## config.mk

```make
export PLATFORM = sky130hd
export DESIGN_NAME = addsub_seq
export DESIGN_NICKNAME = d
export VERILOG_FILES = /design/src/rtl/addsub_seq_pkg.sv /design/src/rtl/addsub_slice.sv /design/src/rtl/addsub_seq.sv
export SDC_FILE = /design/constraint.sdc
export NUM_CORES = 1
export LEC_CHECK = 0
export BUFFER_PORTS_ARGS = -buffer_cell sky130_fd_sc_hd__buf_2
export CORE_ASPECT_RATIO = 1.4
export CORE_MARGIN = 2
export CORE_UTILIZATION = 56
export CTS_BUF_LIST = sky130_fd_sc_hd__clkbuf_4
export DETAILED_ROUTE_END_ITERATION = 7
export PLACE_DENSITY = 0.82
export SLEW_MARGIN = 25
export SYNTH_ARGS = -nofsm -noshare
export SYNTH_HDL_FRONTEND = slang
export SYNTH_SLANG_ARGS = --single-unit
```

## constraint.sdc

```tcl
create_clock -name clk -period 3.9 [get_ports clk]
set_input_delay 0.195 -clock clk [delete_from_list [all_inputs] [get_ports clk]]
set_output_delay 0.195 -clock clk [all_outputs]
set_load 0.02 [all_outputs]
```

## src/rtl/addsub_seq_pkg.sv

```systemverilog
// Shared types and default sizing for the multi-precision add/subtract sequencer.
package addsub_seq_pkg;

  typedef enum logic [1:0] {
    IDLE = 2'd0,
    RUN  = 2'd1,
    DONE = 2'd2
  } state_e;

  localparam int N_DEFAULT     = 4;
  localparam int WORDS_DEFAULT = 4;

endpackage

```

## src/rtl/addsub_slice.sv

```systemverilog
// Combinational N-bit adder-subtractor slice; y is inverted when sub=1 and the
// caller supplies the carry-in (1 on the first slice of a subtract).
module addsub_slice #(
  parameter int N = 4
) (
  input  logic [N-1:0] x,
  input  logic [N-1:0] y,
  input  logic         sub,
  input  logic         cin,
  output logic [N-1:0] s,
  output logic         cout,
  output logic         c_msb
);

  logic [N-1:0] y_eff;
  logic [N:0]   sum;

  assign y_eff = sub ? ~y : y;
  assign sum   = {1'b0, x} + {1'b0, y_eff} + (N+1)'(cin);
  assign s     = sum[N-1:0];
  assign cout  = sum[N];
  // The MSB sum bit is x^y^cin at that position, so cin can be recovered from it.
  assign c_msb = x[N-1] ^ y_eff[N-1] ^ s[N-1];

endmodule

```

## src/rtl/addsub_seq.sv

```systemverilog
// Sequencer driving one N-bit addsub_slice over WORDS cycles, LSB slice first.
// Optional zero flag port and logic when ADDSUB_SEQ_ZFLAG_EN is defined.
module addsub_seq
  import addsub_seq_pkg::*;
#(
  parameter  int N     = N_DEFAULT,
  parameter  int WORDS = WORDS_DEFAULT,
  localparam int W     = N * WORDS
) (
  input  logic         clk,
  input  logic         rst_n,
  input  logic         start,
  input  logic         sub,
  input  logic [W-1:0] a,
  input  logic [W-1:0] b,
  output logic         busy,
  output logic         done,
  output logic [W-1:0] result,
  output logic         cout,
  output logic         ovf
`ifdef ADDSUB_SEQ_ZFLAG_EN
  ,
  output logic         zero
`endif
);

  localparam int IW = (WORDS > 1) ? $clog2(WORDS) : 1;

  state_e         state_q, state_d;
  logic [IW-1:0]  idx_q, idx_d;
  logic           carry_q, carry_d;
  logic           sub_q, sub_d;
  logic [W-1:0]   a_q, a_d, b_q, b_d;
  logic [W-1:0]   result_q, result_d;
  logic           cout_q, cout_d;
  logic           ovf_q, ovf_d;

  logic [N-1:0]   a_words [WORDS];
  logic [N-1:0]   b_words [WORDS];
  logic [N-1:0]   slice_s;
  logic           slice_cout, slice_cmsb;
  logic           accept, running, last_slice;

  assign accept     = (state_q == IDLE) && start;
  assign running    = (state_q == RUN);
  assign last_slice = (idx_q == IW'(WORDS - 1));

  genvar gi;
  generate
    for (gi = 0; gi < WORDS; gi++) begin : g_word
      assign a_words[gi] = a_q[gi*N +: N];
      assign b_words[gi] = b_q[gi*N +: N];
      assign result_d[gi*N +: N] = (running && idx_q == IW'(gi)) ? slice_s
                                                                 : result_q[gi*N +: N];
    end
  endgenerate

  addsub_slice #(.N(N)) u_slice (
    .x     (a_words[idx_q]),
    .y     (b_words[idx_q]),
    .sub   (sub_q),
    .cin   (carry_q),
    .s     (slice_s),
    .cout  (slice_cout),
    .c_msb (slice_cmsb)
  );

  always_ff @(posedge clk) begin
    if (!rst_n) begin
      state_q <= IDLE;
    end else begin
      state_q <= state_d;
    end
  end

  always_comb begin
    state_d = state_q;
    unique case (state_q)
      IDLE:    if (start) state_d = RUN;
      RUN:     if (last_slice) state_d = DONE;
      DONE:    state_d = IDLE;
      default: state_d = IDLE;
    endcase
  end

  always_comb begin
    busy = 1'b0;
    done = 1'b0;
    unique case (state_q)
      RUN:     busy = 1'b1;
      DONE:    done = 1'b1;
      default: ;
    endcase
  end

  always_comb begin
    a_d     = a_q;
    b_d     = b_q;
    sub_d   = sub_q;
    idx_d   = idx_q;
    carry_d = carry_q;
    cout_d  = cout_q;
    ovf_d   = ovf_q;
    if (accept) begin
      a_d     = a;
      b_d     = b;
      sub_d   = sub;
      idx_d   = '0;
      carry_d = sub;
    end else if (running) begin
      carry_d = slice_cout;
      idx_d   = idx_q + 1'b1;
      if (last_slice) begin
        cout_d = slice_cout;
        ovf_d  = slice_cmsb ^ slice_cout;
      end
    end
  end

  always_ff @(posedge clk) begin
    if (!rst_n) begin
      a_q      <= '0;
      b_q      <= '0;
      sub_q    <= 1'b0;
      idx_q    <= '0;
      carry_q  <= 1'b0;
      result_q <= '0;
      cout_q   <= 1'b0;
      ovf_q    <= 1'b0;
    end else begin
      a_q      <= a_d;
      b_q      <= b_d;
      sub_q    <= sub_d;
      idx_q    <= idx_d;
      carry_q  <= carry_d;
      result_q <= result_d;
      cout_q   <= cout_d;
      ovf_q    <= ovf_d;
    end
  end

  assign result = result_q;
  assign cout   = cout_q;
  assign ovf    = ovf_q;

`ifdef ADDSUB_SEQ_ZFLAG_EN
  // Sticky "every slice so far was zero"; published on the final slice.
  logic zacc_q, zacc_d, zero_q, zero_d, zacc_next;

  assign zacc_next = zacc_q & (slice_s == '0);

  always_comb begin
    zacc_d = zacc_q;
    zero_d = zero_q;
    if (accept) begin
      zacc_d = 1'b1;
    end else if (running) begin
      zacc_d = zacc_next;
      if (last_slice) zero_d = zacc_next;
    end
  end

  always_ff @(posedge clk) begin
    if (!rst_n) begin
      zacc_q <= 1'b1;
      zero_q <= 1'b0;
    end else begin
      zacc_q <= zacc_d;
      zero_q <= zero_d;
    end
  end

  assign zero = zero_q;
`else
  // Without the zero flag the datapath is unchanged; no extra state is kept.
`endif

endmodule

```

==> impl_metrics.tcl <==
set metrics [dict create \
    end_kind "flop" \
    critPathKind "reg2reg" \
    power_density_nw_per_um2 358 \
    max_stage_delay_ps 580 \
    diodes 0 \
    async_flop_share 0 \
    synth_common_cells "nand2_1, dfxtp_1, a21boi_0, nor2_1, o211a_1" \
    worst_pin_slew_ps 834 \
    detailroute.via_count 1956 \
    synth_seq_area_share 0.432 \
    fp.coreArea_um2 4500 \
    fin_crit_sh 0.757 \
    ant_nets 0 \
    netlist_instances 278 \
    nFillCells 424 \
    synth-edff-count 0 \
    syn_area_per_cell_um2 9.33 \
    cts_tree "yes" \
    clk_pin_slew_ps 140 \
    p_leak_nw 1.32 \
    area_delta_synth_final_pct 11.3 \
    rsz0062_at_grt "no" \
    yosysUniqueCellTypes 28 \
    outcome "finished, final reports clean" \
    first_pass_iters 4 \
    row_count 29 \
    cp_max_fo 12 \
    stdcell_area_um2 2890 \
    regArea_um2 1120 \
    syn_nets 323 \
    synth_area_leader_cell "dfxtp_1" \
    grt_max_degree 60 \
    die_w_um 61.5 \
    yosysWarnings 0 \
    numPortBuffers 55 \
    synth.area.top_cells "dfxtp_1, nand2_1, a21boi_0, mux4_1, ha_1" \
    nets 366 \
    finalSetupTns_ps 0 \
    worst_setup_path_start_kind "flop" \
    yosys_most_used_dff "dfxtp_1" \
    syn-cell-area_um2 2590 \
    clockBufferDepth 2 \
    wl_per_cell_um 12.1 \
    placed_cell_area_um2 2830 \
    path_cells "buf_4 -> mux4_1 -> xnor2_1 -> fa_1 -> fa_1 -> nand2b_1 -> a21oi_1 -> nor2_1 -> o32ai_1" \
    period_needed_ps 2950 \
    grt_pass1_vias 1724 \
    path_common_cell "fa_1" \
    drc 0 \
    gr-total-overflow 0 \
    multi_input_area_um2 1310 \
    cts_inserted_buffers 5 \
    ctsRootBufferMaster "clkbuf_4" \
    track_usage 0.187 \
    viasPerCell 5.09 \
    cp.arrival_ps 3250 \
    clock-skew-final_ps 5.34 \
    dp_hpwl_um 3400 \
    crit_slowest_cell "mux4_1" \
    setup_viol 0 \
    slew_viol_final 0 \
    clkLatencyLatePin_ps 370 \
    die_h_um 84.5 \
    cts.sinks 56 \
    fmax_ghz 0.339 \
    grt_first_pass_wirelength_um 7420 \
    vdd_drop_max_uv 250 \
    hp-class "in2reg" \
    synth_most_common_cell "nand2_1" \
    grt_antenna_before_repair 0 \
    postCtsHoldBufs 0 \
    dieArea_um2 5200 \
    synth_seq_cells 56 \
    initial_core_util 0.576 \
    drive_gt1_frac 0.211 \
    drt_iter0_drc 77 \
    cap_violations 0 \
    synth_top_cell_area_share 0.432 \
    hold_viol 0 \
    ioPinCount 56 \
    post-cts-setup-buffers 0 \
    required_ps 4200 \
    htreeDepth 2 \
    relSlewSlack 0.444 \
    gp_congestion 0.772 \
    cts.repair.resized 0 \
    routed_wirelength_um 4650 \
]
layout make-up:
cell class | instances | share of cell area
Multi-Input combinational cell | 194 | 0.455
Tap cell | 62 | 0.0269
Clock inverter | 2 | 0.00390
Timing Repair Buffer | 57 | 0.101
Inverter | 7 | 0.00911
Sequential cell | 56 | 0.389
Clock buffer | 6 | 0.0156
per-stage QoR:
step           total power [W]  worst slack [ps]  utilization  hold WS (ps)  cells
4_1_cts                0.00104               912        0.641          29.9    384
6_report               0.00103               947        0.641          40.7    384
3_3_place_gp          0.000798              1010        0.628           439    376
2_1_floorplan         0.000758              1130            -           330    278
3_5_place_dp          0.000803               936        0.628           445    376
5_1_grt                0.00109               785        0.641          31.4    384
worst max-delay path, delay by kind of cell (launching register included):
family,cells,cell delay (ps)
xor gates and xnor gates,1,160
and+or+nand+nor,2,230
AOI/OAI and AO/OA,2,510
adders and majority gates,2,860
buffers and inverters,1,200
muxes,1,580
DFF,1,340
cells in the final DEF (no fill, tap or decap), types with 4 or more instances in the layout:
master	n
a21oi_1	4
xnor2_1	5
buf_2	55
inv_1	7
o211a_1	8
o22ai_1	4
nor2_1	10
clkbuf_4	6
ha_1	7
mux4_1	7
a21boi_1	5
nor2b_1	6
dfxtp_1	56
mux2i_1	5
nand2_1	87
a21boi_0	29
routing by layer:
layer,wire length (um),GRT usage,up-vias,part of all wire
li1,-,-,1014,-
met1,2010,0.220,885,0.43
met2,2340,0.318,52,0.50
met3,222,0.0462,5,0.048
met4,71,0.0696,0,0.015
met5,0,0,-,0
registers in the layout (all words and copies together), names as in the netlist:
| register | flops |
|---|---|
| result | 16 |
| state_q | 2 |
| sub_q | 1 |
| idx_q | 2 |
| ovf | 1 |
| carry_q | 1 |
| b_q | 16 |
| a_q | 16 |
| cout | 1 |
worst paths after layout:
path / startpoint / end / slack [ps] / cells past startpoint
setup / recovery: idx_q[0]$_SDFFE_PP0P_ / carry_q$_SDFFE_PN0P_ / 950 / 9
hold / removal: b[7] / b_q[7]$_SDFFE_PN0P_ / 40 / 3
setup reg to reg: idx_q[0]$_SDFFE_PP0P_ / carry_q$_SDFFE_PN0P_ / 950 / 9
hold reg to reg: b_q[6]$_SDFFE_PN0P_ / b_q[6]$_SDFFE_PN0P_ / 470 / 2
kinds of logic (layout without fill, tap and decap cells):
logic type,count (synthesis),in the layout,share of synthesized area
and+or+nand+nor,112,112,0.179
AOI/OAI and AO/OA,52,52,0.152
adders and majority gates,9,9,0.0492
DFF,56,56,0.432
muxes,13,13,0.0989
buffers and inverters,28,72,0.0613
xor gates and xnor gates,8,8,0.0270
power breakdown:
group	switching [W]	total [W]	internal [W]
Clock	0.000168	0.000244	0.0000759
Combinational	0.0000962	0.000172	0.0000762
Sequential	0.0000154	0.000617	0.000601
No activity file was read; power rests on OpenSTA's default activity.
